===== src/rtl/addsub_pkg.sv =====
`default_nettype none
// ============================================================================
//  Module   : addsub_pkg
//  Purpose  : Shared constants for the slice-serial adder/subtractor:
//             default operand and slice widths, controller state encoding,
//             and a helper that sizes the slice index register.
//  Ports    : none (package)
//  Revision : 1.0 - initial release
// ============================================================================
package addsub_pkg;

    localparam int c_DEF_W = 16;
    localparam int c_DEF_N = 4;

    // Controller state encoding
    localparam int         c_ST_W    = 2;
    localparam logic [1:0] c_ST_IDLE = 2'd0;
    localparam logic [1:0] c_ST_RUN  = 2'd1;
    localparam logic [1:0] c_ST_DONE = 2'd2;

    // A single-slice configuration still needs a 1-bit index register.
    function automatic int idx_width(input int slices);
        return (slices > 1) ? $clog2(slices) : 1;
    endfunction

endpackage
`default_nettype wire


===== src/rtl/addsub_slice.sv =====
`default_nettype none
// ============================================================================
//  Module   : addsub_slice
//  Purpose  : N-bit add/subtract slice, s = x + (k ? ~y : y) + ci.
//  Ports    : x  [N-1:0] in  - first operand slice
//             y  [N-1:0] in  - second operand slice (inverted when k=1)
//             k          in  - 1 selects subtract (invert y)
//             ci         in  - carry into the slice
//             s  [N-1:0] out - slice sum
//             cu         out - carry out of the slice
//  Revision : 1.0 - initial release
// ============================================================================
module addsub_slice #(
    parameter int N = 4
) (
    input  logic [N-1:0] x,
    input  logic [N-1:0] y,
    input  logic         k,
    input  logic         ci,
    output logic [N-1:0] s,
    output logic         cu
);

    logic [N-1:0] w_y;

    assign w_y = k ? ~y : y;

    // One extra bit on each term captures the carry out of the slice.
    assign {cu, s} = {1'b0, x} + {1'b0, w_y} + {{N{1'b0}}, ci};

endmodule
`default_nettype wire


===== src/rtl/addsub_seq.sv =====
`default_nettype none
// ============================================================================
//  Module   : addsub_seq
//  Purpose  : Slice-serial W-bit adder/subtractor. A single N-bit slice is
//             reused over W/N cycles, least significant slice first, with
//             the inter-slice carry held in a register.
//  Ports    : clk            in  - clock, rising edge
//             rst            in  - synchronous active-high reset
//             start          in  - begin operation (sampled in IDLE/DONE)
//             op             in  - 0 = add, 1 = subtract
//             ci             in  - carry into the least significant slice
//             a, b   [W-1:0] in  - operands, captured on the accepting edge
//             result [W-1:0] out - registered sum/difference
//             cout           out - carry out of bit W-1
//             ovf            out - signed overflow
//             busy           out - high while the operation is running
//             done           out - one-cycle pulse when outputs are valid
//  Revision : 1.0 - initial release
// ============================================================================
module addsub_seq
    import addsub_pkg::*;
#(
    parameter int W = c_DEF_W,
    parameter int N = c_DEF_N
) (
    input  logic         clk,
    input  logic         rst,
    input  logic         start,
    input  logic         op,
    input  logic         ci,
    input  logic [W-1:0] a,
    input  logic [W-1:0] b,
    output logic [W-1:0] result,
    output logic         cout,
    output logic         ovf,
    output logic         busy,
    output logic         done
);

    localparam int              c_NSL  = W / N;
    localparam int              c_IW   = idx_width(c_NSL);
    localparam logic [c_IW-1:0] c_LAST = c_IW'(c_NSL - 1);

    logic [c_ST_W-1:0]       r_state;
    logic [c_NSL-1:0][N-1:0] r_a;
    logic [c_NSL-1:0][N-1:0] r_b;
    logic [c_NSL-1:0][N-1:0] r_result;
    logic                    r_op;
    logic                    r_carry;
    logic [c_IW-1:0]         r_idx;
    logic                    r_cout;
    logic                    r_ovf;
    logic                    r_busy;
    logic                    r_done;

    logic [N-1:0]            w_s;
    logic                    w_cu;
    logic                    w_last;
    logic                    w_a_sign;
    logic                    w_b_sign;
    logic                    w_ovf;

    addsub_slice #(
        .N (N)
    ) u_slice (
        .x  (r_a[r_idx]),
        .y  (r_b[r_idx]),
        .k  (r_op),
        .ci (r_carry),
        .s  (w_s),
        .cu (w_cu)
    );

    assign w_last   = (r_idx == c_LAST);
    assign w_a_sign = r_a[c_NSL-1][N-1];
    // Sign of the effective second operand, after optional inversion.
    assign w_b_sign = r_b[c_NSL-1][N-1] ^ r_op;
    // On the final edge the slice output's MSB is the result sign bit.
    assign w_ovf    = (w_a_sign == w_b_sign) && (w_s[N-1] != w_a_sign);

    always_ff @(posedge clk) begin
        if (rst) begin
            r_state  <= c_ST_IDLE;
            r_a      <= '0;
            r_b      <= '0;
            r_op     <= 1'b0;
            r_carry  <= 1'b0;
            r_idx    <= '0;
            r_result <= '0;
            r_cout   <= 1'b0;
            r_ovf    <= 1'b0;
            r_busy   <= 1'b0;
            r_done   <= 1'b0;
        end else begin
            case (r_state)
                // DONE accepts a new request exactly like IDLE, which gives
                // back-to-back operation without an idle cycle.
                c_ST_IDLE, c_ST_DONE: begin
                    r_done <= 1'b0;
                    if (start) begin
                        r_a      <= a;
                        r_b      <= b;
                        r_op     <= op;
                        r_carry  <= ci;
                        r_idx    <= '0;
                        r_result <= '0;
                        r_busy   <= 1'b1;
                        r_state  <= c_ST_RUN;
                    end else begin
                        r_busy   <= 1'b0;
                        r_state  <= c_ST_IDLE;
                    end
                end

                c_ST_RUN: begin
                    r_result[r_idx] <= w_s;
                    r_carry         <= w_cu;
                    if (w_last) begin
                        r_idx   <= '0;
                        r_cout  <= w_cu;
                        r_ovf   <= w_ovf;
                        r_busy  <= 1'b0;
                        r_done  <= 1'b1;
                        r_state <= c_ST_DONE;
                    end else begin
                        r_idx   <= r_idx + c_IW'(1);
                    end
                end

                default: begin
                    r_busy  <= 1'b0;
                    r_done  <= 1'b0;
                    r_state <= c_ST_IDLE;
                end
            endcase
        end
    end

    assign result = r_result;
    assign cout   = r_cout;
    assign ovf    = r_ovf;
    assign busy   = r_busy;
    assign done   = r_done;

endmodule
`default_nettype wire

===== config.mk =====
export PLATFORM = sky130hd
export DESIGN_NAME = addsub_seq
export DESIGN_NICKNAME = d
export VERILOG_FILES = /design/src/rtl/addsub_pkg.sv /design/src/rtl/addsub_slice.sv /design/src/rtl/addsub_seq.sv
export SDC_FILE = /design/constraint.sdc
export NUM_CORES = 1
export LEC_CHECK = 0
export CAP_MARGIN = 0
export CORE_ASPECT_RATIO = 1.25
export CORE_MARGIN = 10
export CORE_UTILIZATION = 50
export CTS_CLUSTER_DIAMETER = 120
export DETAILED_ROUTE_END_ITERATION = 10
export PLACE_DENSITY_LB_ADDON = 0.08
export SLEW_MARGIN = 20
export SYNTH_ARGS = -nofsm -noshare
export SYNTH_HDL_FRONTEND = slang
export SYNTH_HIERARCHICAL = 1
export SYNTH_SLANG_ARGS = --single-unit

===== constraint.sdc =====
create_clock -name clk -period 3.6 [get_ports clk]
set_input_delay 0.72 -clock clk [delete_from_list [all_inputs] [get_ports clk]]
set_output_delay 0.72 -clock clk [all_outputs]
set_load 0.01 [all_outputs]

==> metrics.txt, run 1 <==
status finished clean; Hold WS 0.455 ns; cell taking the most area after synthesis dfxtp_1; Tot Pwr 0.00151 W; pins over their slew limit 0; Core ar. 0.00508 mm^2; grt ovf 0; fin nets 391; setup_tns 0 ns; drt pass-1 iters 4; H-tree Lvls 3; Max-Cap Viols 0; Highest Clock Rate 338 MHz; peak supply drop 0.344 mV; worst reg2reg setup slack 0.64 ns; Most used DFF post-synth dfxtp_1; # fillers 467; DP Wirelength 4.10 mm; CP arrival 3.19 ns; initial antenna violation count 0; Starting Density 0.513; Area growth, synth to finish 26.8%; chip width 84.6 um; area of the multi-input gates 0.00127 mm^2; Gate Count Post-Synth 297; Routed Antenna Nets 0; Leak 1.24 nW; # hold bufs at CTS 0; top post-synthesis cells by area dfxtp_1 45%, a21oi_1 10%, nand2_1 10%, mux4_2 6.9%, nand3_1 5.8%; via count 2192; Slew HR 0.309; RSZ-0062 raised after global routing false; Post-synth ARST share 0; DR iter-0 viols 155; root buf cell clkbuf_8; Post-CTS Resized 0; Routed WL 5.79 mm; post-synthesis net count 344; drt wl/cell 14.1 um; Clock Skew 0.00545 ns; Worst-path clk slew 0.06 ns; worst slack, placed 0.665 ns; final period utilization 0.822; Fin. Hold Viols 0; worst-margin pin slew 1.04 ns; Register Area 0.00116 mm^2; Crit Path Class register to register; Clock Sinks 58; crit start category register; final worst path period need 2.96 ns; DR vias/cell 5.33; Synth top cells by count 70 x nand2_1, 58 x dfxtp_1, 54 x a21oi_1; register area share after synthesis 0.446; Non-Filler Instances 411; most common cell in the synthesized netlist nand2_1; Yosys warning total 6; DRC 0; Max Buffers Root-to-Sink 2; Final Worst Setup Slack 0.642 ns; Synth top area share 0.446; nature of the critical path endpoint register; port bufs 56; Die ar. 0.00852 mm^2; Min-Delay Path Class register to register; Post-Syn Area 0.00261 mm^2; largest net degree at the start of global routing 59; Die Y 101 um; EDFF count, synth 0; Post-CTS Setup Repair Bufs 0; CTS tree done; Final setup viols 0; first-pass GRT wire length 9.80 mm; Worst Path Max Fanout 8; Syn Area/Cell 8.78 um^2; GRT Util Overall 0.138; Worst Path Required 3.84 ns; power density cells 457 mW/mm^2; antenna fix cells 0; Top-Level Pins 57; clk_lat worst skew 0.33 ns; CTS buffer count 9; Cells after DPL 395; vias in the first global route 2100; Yosys reg bits 58; Yosys cell types 29; num rows 29; share of layout cells above drive strength 1 0.0716; RD Place Congestion 0.759
[routing by layer]
layer | part of all wire | global-route usage | wire length (um)
met1 | 0.43 | 0.160 | 2510
met2 | 0.50 | 0.225 | 2890
met5 | 0 | 0 | 0
met3 | 0.059 | 0.0502 | 339
met4 | 0.0095 | 0.0571 | 55
[critical path: stages (launching register included)]
cell and delay, ns:
dfxtp_1 0.56, mux4_2 0.56, xnor2_1 0.16, fa_1 0.39
nand3b_1 0.17, nand2_1 0.08, xor2_1 0.43, nor2b_1 0.19
mux2i_1 0.08, a311oi_1 0.25
[stage by stage]
step            util  instance area [um^2]
2_1_floorplan      -                  2610
3_3_place_gp   0.612                  3110
3_5_place_dp   0.612                  3110
4_1_cts        0.651                  3310
5_1_grt        0.651                  3310
6_report       0.651                  3310
[report_power, final]
part	internal [W]	switching, W
Sequential	0.000673	0.0000235
Combinational	0.000104	0.000117
Clock	0.000357	0.000238
[cell usage in the layout (no fill, tap or decap)]
cell type,n
clkdlybuf4s50_1,55
nor2b_1,2
and2b_1,2
inv_1,7
buf_4,2
clkbuf_8,11
nand4_1,4
clkinv_2,1
or2b_1,1
a31oi_1,1
bufinv_16,1
dfxtp_1,58
o21ai_0,1
mux4_2,8
xor2_1,5
o21a_1,1
a311oi_1,2
xnor2_1,2
nand2_1,70
nand2b_2,1
nor4b_1,1
ha_1,8
buf_2,1
clkbuf_1,3
nand3b_1,6
nor2_1,5
nand3_1,30
a21oi_1,54
nor3_1,1
mux2i_1,1
fa_1,2
a21o_1,2
[cell families (layout without fill, tap and decap cells)]
kind of cell | count (synthesis) | in the layout | share of synthesized area
xor gates and xnor gates | 7 | 7 | 0.0235
adders and majority gates | 10 | 10 | 0.0538
and+or+nand+nor | 123 | 123 | 0.214
muxes | 9 | 9 | 0.0730
AOI/OAI and AO/OA | 61 | 61 | 0.123
buffers and inverters | 29 | 81 | 0.0672
DFF | 58 | 58 | 0.446
[sequential cells by signal (all words and copies together), names as in the netlist, 2 cells and up]
signal and flops:
r_idx 2, r_b 16, r_a 16, r_state 2
result 16
[final timing paths]
path | start | endpoint | cells after the start
hold / removal | r_a[6]$_SDFFE_PP0P_ | r_a[6]$_SDFFE_PP0P_ | 2
setup / recovery | r_idx[0]$_SDFFE_PP0P_ | ovf$_SDFFE_PP0P_ | 9
hold reg to reg | r_a[6]$_SDFFE_PP0P_ | r_a[6]$_SDFFE_PP0P_ | 2
setup reg to reg | r_idx[0]$_SDFFE_PP0P_ | ovf$_SDFFE_PP0P_ | 9
[final cells by class]
type | instances | share of cell area
flip-flops and latches | 58 | 0.351
repair buffers | 58 | 0.173
clock buffers | 14 | 0.0492
inverters | 7 | 0.00795
clock inverters | 2 | 0.0106
well taps | 62 | 0.0235
multi-input cells | 210 | 0.385
Power figures use the tool's default switching activity.
==> run 2: changes to the inputs <==
- CORE_UTILIZATION: 50 -> 45
- clock period: 3.6 -> 2.6 ns (I/O delays scaled with it)
==> metrics.txt, run 2 (synthesis gave the netlist of run 1 again) <==
root buf cell clkbuf_8; power density cells 594 mW/mm^2; port bufs 56; Min-Delay Path Class register to register; # hold bufs at CTS 0; crit-path cells mux4_2 -> xnor2_1 -> fa_1 -> inv_1 -> fa_1 -> xor2_1 -> nand4_1 -> a21oi_1; Worst Path Required 2.85 ns; CP arrival 2.69 ns; Routed Antenna Nets 0; # fillers 527; Leak 1.25 nW; worst-margin pin slew 0.650 ns; share of layout cells above drive strength 1 0.0966; final period utilization 0.936; DR vias/cell 5.32; DRC 0; Register Area 0.00116 mm^2; Slew HR 0.567; num rows 30; Highest Clock Rate 411 MHz; chip width 88.1 um; area of the multi-input gates 0.00129 mm^2; slowest stage delay, CP 0.52 ns; drt pass-1 iters 6; CP max-delay cell mux4_2; crit start category register; status finished clean; cell repeated most along the worst path fa_1; fin nets 397; drt wl/cell 14.4 um; Post-CTS Setup Repair Bufs 0; via count 2214; Worst-path clk slew 0.06 ns; antenna fix cells 0; Fin. Hold Viols 0; Max Buffers Root-to-Sink 2; H-tree Lvls 3; Max-Cap Viols 0; first-pass GRT wire length 9.96 mm; grt ovf 0; pins over their slew limit 0; Area growth, synth to finish 28.1%; Routed WL 5.97 mm; Clock Sinks 58; Top-Level Pins 57; vias in the first global route 2188; Clock Skew 0.00471 ns; Tot Pwr 0.00198 W; final worst path period need 2.43 ns; CTS buffer count 9; Worst Path Max Fanout 4; Core ar. 0.00552 mm^2; CTS tree done; largest net degree at the start of global routing 59; GRT Util Overall 0.131; nature of the critical path endpoint register; Die ar. 0.00925 mm^2; setup_tns 0 ns; Crit Path Class register to register; initial antenna violation count 0; RD Place Congestion 0.754; Die Y 105 um; clk_lat worst skew 0.33 ns; Post-CTS Resized 0; peak supply drop 0.330 mV; most frequent cells in the layout 70 x nand2_1, 56 x dfxtp_1, 55 x clkdlybuf4s50_1; Final setup viols 0; DR iter-0 viols 133; DP Wirelength 4.36 mm; Starting Density 0.472; most common cell after layout, fill and taps aside nand2_1
-- run 2: changes by cell type in the layout (fill, tap and decap cells not counted), moves of 2 or more --
| cell | previous run | this run |
|---|---|---|
| buf_4 | 2 | 7 |
| dfxtp_1 | 58 | 56 |
| dfxtp_2 | 0 | 2 |
| xor2_1 | 5 | 3 |
| xor2_2 | 0 | 2 |
-- run 2: through the flow --
step           area [um^2]  instances  setup WS, ns   util  hold slack [ns]
2_1_floorplan         2620        297       0.00186      -            0.433
3_3_place_gp          3160        403         0.164  0.573            0.441
3_5_place_dp          3160        403        0.0366  0.573            0.447
4_1_cts               3320        416        0.0255  0.602            0.455
5_1_grt               3340        416      -0.00541  0.605            0.476
6_report              3340        416         0.166  0.605            0.452
-- run 2: metal layers --
metal  global-route usage  wire length [um]  up-vias
li1                     -                 -     1121
met1                0.148              2530     1030
met2                0.223              3030       56
met3               0.0404               344        7
met4               0.0438                72        0
met5                    0                 0        -
-- run 2: cell type report --
class	count	area share
clock buffer	13	0.0476
timing repair buffer	64	0.186
tap	64	0.0240
sequential	58	0.349
inverter	7	0.00787
multi-input combinational	210	0.386
-- run 2: path summary, 6_finish.rpt --
check | slack, ns | start | end | depth (start not counted)
hold reg to reg | 0.45 | r_b[14]$_SDFFE_PP0P_ | r_b[14]$_SDFFE_PP0P_ | 2
setup reg to reg | 0.17 | r_idx[0]$_SDFFE_PP0P_ | result[14]$_SDFFE_PP0P_ | 8
hold / removal | 0.45 | r_b[14]$_SDFFE_PP0P_ | r_b[14]$_SDFFE_PP0P_ | 2
setup / recovery | 0.17 | r_idx[0]$_SDFFE_PP0P_ | result[14]$_SDFFE_PP0P_ | 8
-- run 2: critical path: cells and delay by family, from the launching register on --
kind                     cells  cell delay, ns
AO/OA/AOI/OAI                1            0.14
XOR/XNOR                     2            0.54
adder cells (fa/ha/maj)      2            0.60
buffers and inverters        1            0.06
flip-flops                   1            0.37
multiplexers                 1            0.52
AND/OR/NAND/NOR              1            0.14
-- run 2: power by group --
| part | total [W] | switching (W) | internal (W) | leakage, nW |
|---|---|---|---|---|
| registers | 0.000962 | 0.0000294 | 0.000933 | 0.474 |
| logic | 0.000330 | 0.000172 | 0.000158 | 0.698 |
| clock network | 0.000691 | 0.000309 | 0.000382 | 0.0815 |
==> run 3: changes to the inputs <==
- CORE_MARGIN: 10 -> 1
- REMOVE_ABC_BUFFERS: default -> 1
==> metrics.txt, run 3 (synthesis gave the netlist of run 1 again) <==
Slew HR 0.538; CTS tree done; worst setup path startpoint r_idx[0]$_SDFFE_PP0P_; first-pass GRT wire length 9.33 mm; crit start category register; power density cells 611 mW/mm^2; GRT Util Overall 0.197; Max-Cap Viols 0; vias in the first global route 2036; fin nets 398; CTS buffer count 9; most common cell after layout, fill and taps aside nand2_1; DRC 0; Routed Antenna Nets 0; DR iter-0 viols 101; Core ar. 0.00552 mm^2; via count 2208; RR Startpoint r_idx[0]$_SDFFE_PP0P_; port bufs 56; post-layout util 0.613; Min-Delay Path Class register to register; most frequent cells in the layout 70 x nand2_1, 56 x dfxtp_1, 55 x clkdlybuf4s50_1; Routed WL 5.48 mm; H-tree Lvls 3; Clock Sinks 58; CP Capture Point r_carry$_SDFFE_PP0P_; root buf cell clkbuf_8; Top-Level Pins 57; RD Place Congestion 0.756; DP Wirelength 3.77 mm; Worst Path Max Fanout 5; share of layout cells above drive strength 1 0.115; Tot Pwr 0.00207 W; final worst path period need 2.44 ns; Non-Filler Instances 419; final period utilization 0.938; status finished clean; Area growth, synth to finish 29.9%; clk_lat worst skew 0.34 ns; # hold bufs at CTS 0; # fillers 529; Crit Path Class register to register; Clock Skew 0.00688 ns; grt ovf 0; num rows 30; Starting Density 0.472; Die ar. 0.00610 mm^2; antenna fix cells 0; nature of the critical path endpoint register; Register-to-Register Path Depth 9; Fin. Hold Viols 0; worst-margin pin slew 0.693 ns; initial antenna violation count 0; drt wl/cell 13.1 um; Die Y 87.1 um; worst reg2reg setup slack 0.16 ns; chip width 70.1 um; Worst Path Required 2.79 ns; Leak 1.28 nW; Worst R2R End r_carry$_SDFFE_PP0P_; Max Buffers Root-to-Sink 2; pins over their slew limit 0; Final setup viols 0; largest net degree at the start of global routing 59; drt pass-1 iters 4; setup_tns 0 ns; Cells after DPL 404; RSZ-0062 raised after global routing false; Worst-path clk slew 0.06 ns; DR vias/cell 5.27; Highest Clock Rate 410 MHz; peak supply drop 0.331 mV; CP arrival 2.63 ns
==> run 3: cell types whose count changed in the layout (fill, tap and decap cells not counted), sizes merged <==
cell	previous run	this run
buf	9	10
clkinv	0	2
==> run 3: what timing repair did <==
item / in CTS / in global routing
buffers inserted: 0 / 0
endpoints found under the setup margin: 0 / 15
gates resized for setup: 0 / 8
==> run 3: routing by layer <==
layer	part of all wire	track usage	up-vias
met4	0.021	0.100	0
met2	0.49	0.322	55
met3	0.036	0.0417	11
li1	-	-	1120
met1	0.45	0.248	1022
met5	0	0	-
==> run 3: layout make-up <==
type                    instances  area (um^2)  share of cell area
multi-input cells             210         1300               0.384
flip-flops and latches         58         1170               0.345
repair buffers                 65          623               0.184
clock buffers                  13          179              0.0529
well taps                      64         80.1              0.0237
inverters                       7         26.3             0.00776
clock inverters                 2         10.0             0.00296
==> run 3: worst max-delay path: stages, from the launching register on <==
cell and delay, ns:
dfxtp_4 0.38, mux4_2 0.53, xnor2_2 0.16, fa_2 0.22, inv_1 0.05, fa_1 0.43
a21o_1 0.19, a21o_1 0.19, nor2_1 0.10, a311oi_1 0.06
==> run 3: worst min-delay path by stage <==
stage	from	end	cells past startpoint
2_1_floorplan	r_a[11]$_SDFFE_PP0P_	r_a[11]$_SDFFE_PP0P_	2
3_3_place_gp	r_b[11]$_SDFFE_PP0P_	r_b[11]$_SDFFE_PP0P_	2
3_5_place_dp	r_a[13]$_SDFFE_PP0P_	r_a[13]$_SDFFE_PP0P_	2
4_1_cts	r_a[13]$_SDFFE_PP0P_	r_a[13]$_SDFFE_PP0P_	2
5_1_grt	r_a[6]$_SDFFE_PP0P_	r_a[6]$_SDFFE_PP0P_	2
6_report	r_a[13]$_SDFFE_PP0P_	r_a[13]$_SDFFE_PP0P_	2
==> run 3: metrics by stage <==
stage          cell area (um^2)  worst slack, ns  hold WS [ns]
6_report                   3380            0.161         0.452
5_1_grt                    3380           0.0146         0.477
4_1_cts                    3350          0.00808         0.455
3_5_place_dp               3160           0.0231         0.447
3_3_place_gp               3160           0.0978         0.443
2_1_floorplan              2460           -0.181         0.427
==> run 3: report_power, final <==
group | switching (W) | total (W) | internal [W]
logic | 0.000172 | 0.000334 | 0.000162
clock network | 0.000333 | 0.000774 | 0.000441
registers | 0.0000295 | 0.000961 | 0.000932
total | 0.000534 | 0.00207 | 0.00153
